[config.mk]
export PLATFORM = sky130hd
export DESIGN_NAME = conditional_negator_pipe_flat
export DESIGN_NICKNAME = d
export VERILOG_FILES = /design/src/rtl/conditional_negator_pipe_if.sv /design/src/rtl/conditional_negator_pipe.sv /design/src/flat_wrapper.sv
export SDC_FILE = /design/constraint.sdc
export NUM_CORES = 1
export LEC_CHECK = 0
export BUFFER_PORTS_ARGS = -buffer_cell sky130_fd_sc_hd__buf_4
export CORE_MARGIN = 2
export CORE_UTILIZATION = 45
export DETAILED_ROUTE_END_ITERATION = 6
export PLACE_DENSITY_LB_ADDON = 0.1
export SLEW_MARGIN = 10
export SYNTH_ARGS = -nofsm -noshare
export SYNTH_HDL_FRONTEND = slang
export SYNTH_SLANG_ARGS = --single-unit
[constraint.sdc]
create_clock -name Clk -period 2.35 [get_ports Clk]
set_input_delay 0.47 -clock Clk [delete_from_list [all_inputs] [get_ports Clk]]
set_output_delay 0.47 -clock Clk [all_outputs]
set_load 0.05 [all_outputs]
[src/rtl/conditional_negator_pipe_if.sv]
// Handshake and data bundle between the upstream source, the negator pipe and the downstream sink.
interface conditional_negator_pipe_if #(
    parameter int unsigned DataSize = 8,
    parameter int unsigned Lanes    = 4
);
    logic [Lanes*DataSize-1:0] InData;
    logic [1:0]                Mode;
    logic [Lanes-1:0]          LaneMask;
    logic                      InValid;
    logic                      InReady;
    logic [Lanes*DataSize-1:0] OutData;
    logic [Lanes-1:0]          OutOvf;
    logic                      OutValid;
    logic                      OutReady;

    // Environment side: produces input words and consumes results.
    modport master (
        output InData, Mode, LaneMask, InValid, OutReady,
        input  InReady, OutData, OutOvf, OutValid
    );

    // Pipe side.
    modport slave (
        input  InData, Mode, LaneMask, InValid, OutReady,
        output InReady, OutData, OutOvf, OutValid
    );
endinterface

[src/rtl/conditional_negator_pipe.sv]
// Two-stage, per-lane conditional negate / abs / ones-complement with valid-ready flow control.
module conditional_negator_pipe #(
    parameter int unsigned DataSize = 8,
    parameter int unsigned Lanes    = 4,
    parameter bit          Sat      = 1'b0
) (
    input  logic Clk,
    input  logic Rst,
    conditional_negator_pipe_if.slave bus
);
    localparam int unsigned Width = Lanes * DataSize;

    localparam logic [1:0] ModePass = 2'b00;
    localparam logic [1:0] ModeNeg  = 2'b01;
    localparam logic [1:0] ModeAbs  = 2'b10;
    localparam logic [1:0] ModeInv  = 2'b11;

    localparam logic [DataSize-1:0] LaneMin = {1'b1, {(DataSize-1){1'b0}}};
    localparam logic [DataSize-1:0] LaneMax = {1'b0, {(DataSize-1){1'b1}}};

    // Stage 1: captured operands
    logic             r_v1;
    logic [Width-1:0] r_s1_data;
    logic [1:0]       r_s1_mode;
    logic [Lanes-1:0] r_s1_mask;

    // Stage 2: results
    logic             r_v2;
    logic [Width-1:0] r_s2_data;
    logic [Lanes-1:0] r_s2_ovf;

    logic             w_en1;
    logic             w_en2;
    logic [Width-1:0] w_result;
    logic [Lanes-1:0] w_ovf;

    // A stage may load when it is empty or the stage after it is moving.
    assign w_en2 = !r_v2 || bus.OutReady;
    assign w_en1 = !r_v1 || w_en2;

    assign bus.InReady  = w_en1;
    assign bus.OutValid = r_v2;
    assign bus.OutData  = r_s2_data;
    assign bus.OutOvf   = r_s2_ovf;

    for (genvar k = 0; k < Lanes; k++) begin : g_lane
        logic [DataSize-1:0] w_x;
        logic [DataSize-1:0] w_neg;
        logic [DataSize-1:0] w_res;
        logic                w_lane_ovf;

        assign w_x   = r_s1_data[k*DataSize +: DataSize];
        assign w_neg = DataSize'(~w_x + 1'b1);

        // Lane result; only the most negative value can overflow under negate/abs.
        always_comb begin
            w_res      = w_x;
            w_lane_ovf = 1'b0;
            if (r_s1_mask[k]) begin
                case (r_s1_mode)
                    ModePass: w_res = w_x;
                    ModeNeg:  w_res = w_neg;
                    ModeAbs:  w_res = w_x[DataSize-1] ? w_neg : w_x;
                    ModeInv:  w_res = ~w_x;
                    default:  w_res = w_x;
                endcase
                if ((r_s1_mode == ModeNeg || r_s1_mode == ModeAbs) && w_x == LaneMin) begin
                    w_lane_ovf = 1'b1;
                    w_res      = Sat ? LaneMax : LaneMin;
                end
            end
        end

        assign w_result[k*DataSize +: DataSize] = w_res;
        assign w_ovf[k]                         = w_lane_ovf;
    end

    // Pipeline registers; reset flushes both stages.
    always_ff @(posedge Clk or posedge Rst) begin
        if (Rst) begin
            r_v1      <= 1'b0;
            r_s1_data <= '0;
            r_s1_mode <= 2'b00;
            r_s1_mask <= '0;
            r_v2      <= 1'b0;
            r_s2_data <= '0;
            r_s2_ovf  <= '0;
        end else begin
            if (w_en1) begin
                r_v1      <= bus.InValid;
                r_s1_data <= bus.InData;
                r_s1_mode <= bus.Mode;
                r_s1_mask <= bus.LaneMask;
            end
            if (w_en2) begin
                r_v2      <= r_v1;
                r_s2_data <= w_result;
                r_s2_ovf  <= w_ovf;
            end
        end
    end
endmodule

[src/flat_wrapper.sv]
// flat-port wrapper written by rule: the top's interface ports become plain ports
module conditional_negator_pipe_flat 
#(
    parameter int unsigned DataSize = 8,
    parameter int unsigned Lanes    = 4,
    parameter bit          Sat      = 1'b0
)
  (Clk, Rst, bus_InData, bus_Mode, bus_LaneMask, bus_InValid, bus_OutReady, bus_InReady, bus_OutData, bus_OutOvf, bus_OutValid);
  conditional_negator_pipe_if #(.DataSize(DataSize), .Lanes(Lanes)) bus_i ();
  input  logic Clk;
  input  logic Rst;
  input wire logic [$bits(bus_i.InData)-1:0] bus_InData;
  input wire logic [$bits(bus_i.Mode)-1:0] bus_Mode;
  input wire logic [$bits(bus_i.LaneMask)-1:0] bus_LaneMask;
  input wire logic [$bits(bus_i.InValid)-1:0] bus_InValid;
  input wire logic [$bits(bus_i.OutReady)-1:0] bus_OutReady;
  output wire logic [$bits(bus_i.InReady)-1:0] bus_InReady;
  output wire logic [$bits(bus_i.OutData)-1:0] bus_OutData;
  output wire logic [$bits(bus_i.OutOvf)-1:0] bus_OutOvf;
  output wire logic [$bits(bus_i.OutValid)-1:0] bus_OutValid;
  assign bus_i.InData = bus_InData;
  assign bus_i.Mode = bus_Mode;
  assign bus_i.LaneMask = bus_LaneMask;
  assign bus_i.InValid = bus_InValid;
  assign bus_i.OutReady = bus_OutReady;
  assign bus_InReady = bus_i.InReady;
  assign bus_OutData = bus_i.OutData;
  assign bus_OutOvf = bus_i.OutOvf;
  assign bus_OutValid = bus_i.OutValid;
  conditional_negator_pipe #(.DataSize(DataSize), .Lanes(Lanes), .Sat(Sat)) u_core (.Clk(Clk), .Rst(Rst), .bus(bus_i));
endmodule
Yosys cells after proc, flatten, opt, wreduce, memory -nomap -nowiden
Index checks and enable logic that the tools add are counted.
{ "op_classes": {"n_addsub": 4, "n_eq_ne": 7, "n_mux": 24, "bitwise": 4, "n_reduce_logical": 10} }
{ "ops": {"columns": ["cell", "count"], "rows": [
  ["8-bit case mux with 4 select lines", 4],
  ["8-bit two-way mux", 12],
  ["8-bit by 1-bit adder with 8-bit output (second input constant)", 4],
  ["8-bit equality test (second input constant)", 4],
  ["8-bit NOT", 4],
  ["1-bit two-way mux", 8],
  ["2-bit equality test (second input constant)", 2],
  ["1-bit logical AND", 4],
  ["1-bit logical OR", 3],
  ["2-bit by 1-bit equality test with 1-bit output (second input constant)", 1],
  ["1-bit logical NOT", 2],
  ["2-bit logical NOT", 1]
]} }
{ "totals": {"regBits": 76, "input_bits": 42} }

Longest topological paths before layout
Gate-level depths: netlist of the first run.
{ "depth": {"ltp_word": 6, "depth_mapped": 9, "mapped_depth_nobuf": 8} }

Worst setup path after synthesis of the first run
No wires, ideal clock.
{ "synth_path": {"path_type": "register to register", "from": "reg u_core.r_s1_data[0]", "to": "reg u_core.r_s2_data[2], in the netlist u_core.bus.OutData[2]", "setup_time_ns": 0.121, "arrival_ns": 2.282, "slack_ns": -0.053, "path_stages_with_launch": 9, "n_path_buf": 1, "period_less_slack_ns": 2.403, "path_cell_list": "dfrtp_1 inv_1 ha_1 or3b_4 or4_4 or3b_4 and2_4 buf_6 a22o_1"} }
{ "synth_via": {"elab_chain_len": 6, "elab_cells_between_ends": 8, "classes_between": "1 x add/sub; 1 x eq/ne; 4 x mux; 1 x bitwise; 1 x reduce/logical"} }
{ "synth_rtl": {"columns": ["element", "line", "source"], "rows": [
  ["start, declared", "conditional_negator_pipe.sv:23", "logic [Width-1:0] r_s1_data;"],
  ["start signal, assigned", "conditional_negator_pipe.sv:91", "r_s1_data <= bus.InData;"],
  ["8-bit NOT", "conditional_negator_pipe.sv:53", "assign w_neg = DataSize'(~w_x + 1'b1);"],
  ["8-bit by 1-bit adder with 8-bit output", "conditional_negator_pipe.sv:53", null],
  ["8-bit two-way mux", "conditional_negator_pipe.sv:63", "ModeAbs: w_res = w_x[DataSize-1] ? w_neg : w_x;"],
  ["8-bit case mux with 4 select lines", "conditional_negator_pipe.sv:60", "case (r_s1_mode)"],
  ["8-bit two-way mux *", "conditional_negator_pipe.sv:67", "if ((r_s1_mode == ModeNeg || r_s1_mode == ModeAbs) && w_x == LaneMin) begin"],
  ["8-bit two-way mux *", "conditional_negator_pipe.sv:59", "if (r_s1_mask[k]) begin"],
  ["end signal, assigned", "conditional_negator_pipe.sv:97", "r_s2_data <= w_result;"],
  ["end, declared", "conditional_negator_pipe.sv:29", "logic [Width-1:0] r_s2_data;"]
]} }
Mark *: on every way between the ends. The rest lies on a longest branch, timed or not.
A chain may end at the register's enable or synchronous reset.

Final worst setup path of the first run
{ "layout_path": {"from": "reg u_core.r_s1_data[1]", "to": "reg u_core.r_s2_data[2], in the netlist u_core.bus.OutData[2]"} }
Same word-level chain as after synthesis.

==> metrics.md, run 1 <==
| Metric | Value |
|---|---|
| Die H | 101.8 um |
| Post-Syn Instances | about 470 |
| #FFs+latches synth | 76 |
| Cell family contributing the most delay on the critical path | simple AND/OR/NAND/NOR gates |
| Synth area leaders | dfrtp_1 44%, mux2_2 6.3%, o21ai_0 5.1%, a21oi_1 4.9%, nand2_1 3.9% |
| Finished Core Util | between 50% and 60% |
| PortBufs | between 70 and 80 |
| Clock Pin Slew Worst Setup and Hold Paths | 0.08 ns |
| DRC errors left | 0 |
| Die ar. | just over 10,000 um^2 |
| Ports | 80 |
| First-pass GRT wire length | between 15 and 20 mm |
| Minimum clock period | approximately 2.3 ns |
| Pin count of the biggest net entering global routing | 30 |
| Area Overhead vs Synth | 27.83% |
| Fin crit share | a little over nine tenths |
| Wirelength per Cell | approximately 16 um |
| GRT Overall Usage | about 23% |
| Hpwl dp | around 8 mm |
| Cell chosen for the clock root | clkbuf_8 |
| Relative slew slack | between 50 and 60% |
| Synth cell count leaders | 76 x dfrtp_1, 45 x nand2_1, 44 x o21ai_0 |
| Final Hold Fails | 0 |
| Final setup viols | 0 |
| Static Leak | ~2.6 nW |
| Crit path DAT | 2.56 ns |
| Drt via density | about 5.6 |
| CTS tree | built |
| 1st-pass router iterations | 5 |
| Nets | around 630 |
| Post-synth top flop | dfrtp_1 |
| Most used cell, CP | or3b_4 |
| Starting Density | approximately 46% |
| Buffers and inverters on the worst path | 1 |
| Setup tns final | 0 ns |
| Max IR drop VDD | about 320 uV |
| Initial antenna violation count | 0 |
| Longest Clk Path Bufs | 2 |
| Share of layout cells above drive strength 1 | between 30% and 40% |
| Post-synthesis sequential area ratio | between 40 and 50% |
| Max incr delay on CP | approximately 0.43 ns |
| Diode count | 0 |
| Placed Instances | 677 |
| CTS sink cnt | 76 |
| Synth cell types | 56 |
| Max Clock Freq | about 0.43 GHz |
| Final hold slack | 0.1859 ns |
| Grt ovf | 0 |
| Routed vias | between 3,000 and 4,000 |
| Site Rows | 35 |
| EDFF count, synth | 0 |
| Post-Syn Area per Cell | slightly above 9 um^2 |
| CP max stage cell | or4_4 |
| CP Launch Type | flip-flop |
| H-tree levels | 3 |
| Count of max-cap constraint violations | 0 |
| Total of warnings raised by yosys | 0 |
| Non-filler instance count after layout | around 710 |
| Post-route ant nets | 0 |
| Final Max Tran Viols | 0 |
| Core area | a little over 9000 um^2 |
| Share of the synthesized area in the top cell type | 44.16% |
| CP max FO | 6 |
| Hold crit path type | in2async |
| Cell taking the most area after synthesis | dfrtp_1 |
| Outcome | complete, no violations |
| Mapped Area | ~4300 um^2 |
| Max Clock Skew | ~0.0086 ns |
| Crit Path Category | reg2reg |
| Hold_buf cts | 0 |
| CTS Buf Count | 9 |
| Worst-margin pin slew | 0.6187 ns |
| RSZ-0062 raised after global routing | yes |
| Crit path required time | 2.60 ns |
| Initial DRC count | about 140 |
| Vias in the first global route | between 3,000 and 4,000 |
| Count leader, synth | dfrtp_1 |
| Clock latency on the worst-skew pair | around 0.35 ns |
| Asr flop ratio synth | between 90% and 100% |
| Total power | 4.287 mW |
| Total wire length | between 10 and 15 mm |
| Die width | roughly 100 um |
| Routability Congestion | between 0.9 and 1 |
| Crit end category | flip-flop |
| Worst path cell trace | inv_2 > ha_4 > or3b_4 > or4_4 > or3b_4 > and2_4 > a22o_1 |
| Syn_nets | 526 |
| PwrDens | about 780 nW/um^2 |
## final timing paths
kind | start | to | slack, ns | cells past startpoint
max | u_core.r_s1_data[1] | u_core.bus.OutData[2] | 0.04 | 7
min | Rst | u_core.bus.OutData[31] | 0.19 | 2
max reg2reg | u_core.r_s1_data[1] | u_core.bus.OutData[2] | 0.04 | 7
min reg2reg | u_core.bus.OutData[19] | u_core.bus.OutData[19] | 0.48 | 2
max in group asynchronous | Rst | u_core.bus.OutData[22] | 1.50 | 3
min in group Clk | bus_InValid | u_core.r_v1 | 0.30 | 2
## stage by stage
stage                     cell area (um^2)  setup slack, ns
after global placement                5169          0.04356
after detailed placement              5169          0.01052
after CTS                             5466         0.002902
final                                 5505          0.03857
after floorplan                       4313         -0.03348
after global routing                  5505         -0.01919
## state kept, by name (all words and copies together), names as in the netlist
name,cells
u_core.r_s1_data,32
u_core.bus.OutData,32
u_core.r_v1,1
u_core.r_s1_mode,2
u_core.bus.OutValid,1
u_core.r_s1_mask,4
u_core.bus.OutOvf,4
## cell type report
| class | count | area (um^2) |
|---|---|---|
| Fill cell | 862 | 3779 |
| Multi-Input combinational cell | 338 | 2208 |
| Sequential cell | 76 | 1902 |
| Timing Repair Buffer | 120 | 913.4 |
| Tap cell | 129 | 161.4 |
| Clock buffer | 11 | 141.4 |
| Inverter | 27 | 105.1 |
| Clock inverter | 4 | 73.82 |
## placed cells by master (no fill, tap or decap), types with 4 or more instances in the layout
master    netlist  final
buf_4           0    119
dfrtp_1        76     76
o21ai_0        44     44
nand2_1        45     44
a21oi_1        42     42
nor2_1         32     32
mux2_2         24     24
inv_1          26     23
a21o_1         10     10
nor3_1         10     10
clkbuf_8        0     10
nor2b_1        10      9
ha_1           12      9
nand2b_1        8      8
or3_1           7      7
a31oi_1         6      6
a22o_1          6      6
o31ai_1         5      5
nor4_1          6      5
a211oi_1        5      5
o21a_1          4      4
o211ai_1        4      4
a222oi_1        4      4
## power breakdown
| part | internal (mW) | total (mW) | switching, mW |
|---|---|---|---|
| sequential | 1.49 | 1.65 | 0.166 |
| clock | 0.622 | 1.11 | 0.484 |
| combinational | 0.578 | 1.53 | 0.948 |
## metal layers
| layer | up-vias | track usage (%) | wire [um] |
|---|---|---|---|
| li1 | 1918 | - | - |
| met1 | 1886 | 31.86 | 4974 |
| met2 | 145 | 35.32 | 5284 |
| met3 | 22 | 3.899 | 728 |
| met4 | 0 | 9.641 | 259 |
| met5 | - | 0 | 0 |
## what timing repair did
action                     in CTS  in global routing
setup endpoints to repair       2                 12
setup buffers                  11                  2
resized for setup               1                  6
hold endpoints to repair        0                  0
pin swaps                       1                  4
## cells by family after synthesis
group | after synthesis | share of synthesized area (%)
compound gates | 159 | 23.59
fa+ha+maj | 12 | 3.486
mux | 25 | 6.508
simple gates | 142 | 16.85
flops | 76 | 44.16
buf+inv | 58 | 5.404
Power figures use the tool's default switching activity.
==> inputs of run 2 (changes only) <==
--- a/config.mk
+++ b/config.mk
@@ -10,6 +10,7 @@
 export CORE_UTILIZATION = 45
 export DETAILED_ROUTE_END_ITERATION = 6
 export PLACE_DENSITY_LB_ADDON = 0.1
+export SETUP_SLACK_MARGIN = 0.4
 export SLEW_MARGIN = 10
 export SYNTH_ARGS = -nofsm -noshare
 export SYNTH_HDL_FRONTEND = slang
==> run 2 against run 1 <==
Compared with the run above:
- clock-buffer cell count stayed put
- combinational power grew 8%
- non-clock buffer count is 12 higher
- register-to-register slack is essentially flat
- global-route usage fell by 0.13 points
- die area unchanged
- sequential share of layout area is 2.2 points lower
- maximum frequency grew 0.38%
- core utilization increased by 4.2 points
- sequential power about the same
- final cell count grew 1.8%
- critical endpoint is now u_core.bus.OutData[4]
==> metrics.md, run 2 (synthesis gave the netlist of run 1 again) <==
| Metric | Value |
|---|---|
| Outcome | complete, no violations |
| Wirelength per Cell | 16.41 um (+2.9%) |
| Drt via density | 5.646 (+0.24%) |
| Setup WS post-layout | 0.04722 ns (+0.008646 ns) |
| Vias in the first global route | 3,795 (+1.6%) |
| Most frequent cells in the layout | 120 x buf_4, 72 x dfrtp_1, 42 x nand2_1 |
| Area Overhead vs Synth | 36.87% |
| Die H | 101.8 um (unchanged) |
| Max Clock Skew | 0.009178 ns (+0.0005895 ns) |
| Routed vias | 4,054 (+2.1%) |
| Die width | 101.8 um (unchanged) |
| Finished Core Util | 63.49% (+4.2 points) |
| Setup tns final | 0 ns (unchanged) |
| Worst flop-to-flop path startpoint | u_core.r_s1_data[0] |
| Total wire length | 11.78 mm (+4.8%) |
| Multi-input combinational cell area | 2442 um^2 (+11%) |
| Area of placed instances | 5182 um^2 (+0.27%) |
| CTS tree | built |
| Crit path required time | 2.59 ns (about the same) |
| Relative slew slack | 61.08% (+2.4 points) |
| Die ar. | 10,370 um^2 (unchanged) |
| Hpwl dp | 7.959 mm (-0.90%) |
| Commonest non-fill, non-tap cell in the layout | buf_4 |
| PortBufs | 79 (unchanged) |
| GRT Overall Usage | 22.70% (-0.13 points) |
| H-tree levels | 3 (unchanged) |
| Non-filler instance count after layout | 718 (+1.8%) |
| Clock Pin Slew Worst Setup and Hold Paths | 0.08 ns (about the same) |
| Minimum clock period | 2.303 ns (-0.008646 ns) |
| Crit path DAT | 2.54 ns (-0.02 ns) |
| Core area | 9284 um^2 (unchanged) |
| First-pass GRT wire length | 18.69 mm (+0.86%) |
| CTS sink cnt | 76 (unchanged) |
| Pin count of the biggest net entering global routing | 46 (+53%) |
| R2r setup slk | 0.05 ns (about the same) |
| Grt ovf | 0 (unchanged) |
| R2r worst-path depth | 7 (unchanged) |
| Worst R2R End | u_core.bus.OutData[4] |
| Nets | 638 (+1.9%) |
| Total of fill cells in the finished design | 837 (-2.9%) |
| Placed Instances | 674 (-0.44%) |
| CP max FO | 6 (unchanged) |
| Final setup viols | 0 (unchanged) |
| Routability Congestion | 0.8853 (-3.3%) |
| 1st-pass router iterations | 5 (unchanged) |
| Site Rows | 35 (unchanged) |
| Longest Clk Path Bufs | 2 (unchanged) |
| RSZ-0062 raised after global routing | yes |
| Final Max Tran Viols | 0 (unchanged) |
| Max IR drop VDD | 363.8 uV (+12%) |
| CP Launch Type | flip-flop |
| Crit end category | flip-flop |
| Fin crit share | 97.99% (-0.37 points) |
| Diode count | 0 (unchanged) |
| Share of layout cells above drive strength 1 | 39.90% (+9.0 points) |
| Design area | 5894 um^2 (+7.1%) |
| Hold crit path type | in2async |
| Static Leak | 2.676 nW (+4.4%) |
| PwrDens | 743.3 nW/um^2 (-4.5%) |
| Final Hold Fails | 0 (unchanged) |
| Cell chosen for the clock root | clkbuf_8 |
| DRC errors left | 0 (unchanged) |
| Register area | 1907 um^2 (+0.26%) |
| Setup WS pre-CTS | -0.01254 ns (-0.02306 ns) |
| Worst-margin pin slew | 0.5826 ns (-0.03607 ns) |
| Initial DRC count | 183 (+35%) |
| Clock latency on the worst-skew pair | 0.35 ns (about the same) |
| Max Clock Freq | 0.4343 GHz (+0.38%) |
| Crit Path Category | reg2reg |
| Post-route ant nets | 0 (unchanged) |
| Ports | 80 (unchanged) |
| Count of max-cap constraint violations | 0 (unchanged) |
| CTS Buf Count | 9 (unchanged) |
| Starting Density | 46.39% (unchanged) |
| Initial antenna violation count | 0 (unchanged) |
run 2: cell count changes in the layout (fill, tap and decap cells not counted), moves of 4 or more:
cell	change
nor3_1	-5
dfrtp_2	+4
buf_6	+8
a21oi_1	-6
a21oi_2	+4
o21ai_1	+6
o21ai_0	-8
ha_4	+5
dfrtp_1	-4
inv_1	-7
inv_2	+7
nor3_2	+4
ha_1	-4
run 2: per-stage QoR:
step / hold slack [ns] / power [mW]
6_report: 0.1703 / 4.382
5_1_grt: 0.2004 / 4.616
4_1_cts: 0.1771 / 4.260
3_5_place_dp: 0.4616 / 3.171
3_3_place_gp: 0.4584 / 3.156
2_1_floorplan: 0.4345 / 2.671
run 2: metal layers:
metal | vias up | track usage (%) | share of wire, %
li1 | 1941 | - | -
met3 | 14 | 4.925 | 5.7
met1 | 1949 | 31.06 | 44
met2 | 150 | 37.10 | 49
met5 | - | 0 | 0
met4 | 0 | 5.436 | 1.1
run 2: worst max path at each step:
stage / from / to / slack, ns / cells past startpoint
global route: u_core.r_s1_data[0] / u_core.bus.OutData[4] / -0.006 / 7
finish: u_core.r_s1_data[0] / u_core.bus.OutData[4] / 0.05 / 7
CTS: u_core.r_s1_data[1] / u_core.bus.OutData[4] / 0.05 / 7
floorplan: u_core.r_s1_data[0] / u_core.bus.OutData[0] / -0.03 / 8
detailed placement: u_core.r_s1_data[0] / u_core.bus.OutData[4] / -0.01 / 7
global placement: u_core.r_s1_data[0] / u_core.bus.OutData[1] / 0.03 / 7
run 2: cell type report:
type                            instances  share of cell area, %
Tap cell                              129                  2.738
Inverter                               27                  1.804
Clock inverter                          5                  1.019
Clock buffer                           11                  2.399
Timing Repair Buffer                  132                  18.26
Multi-Input combinational cell        338                  41.43
Sequential cell                        76                  32.35
run 2: power breakdown:
part / total [mW] / switching [mW] / leakage (nW) / internal, mW
Combinational: 1.66 / 0.997 / 1.67 / 0.668
Sequential: 1.68 / 0.192 / 0.903 / 1.49
Clock: 1.03 / 0.510 / 0.0999 / 0.524
Total: 4.38 / 1.70 / 2.68 / 2.68
run 2: critical path, cell delays in order (launching register included):
cell,delay [ns]
dfrtp_1,0.40
inv_2,0.08
ha_4,0.13
or3b_4,0.38
or4_4,0.43
or3b_4,0.39
and2_4,0.19
a22o_1,0.20
run 2: what timing repair did:
| action | CTS | global route |
|---|---|---|
| endpoints found under the setup margin | 24 | 30 |
| gates resized for setup | 18 | 56 |
| cloned | 0 | 1 |
| hold buffers | 0 | 0 |
| pin swaps | 5 | 12 |
| buffers inserted | 14 | 13 |
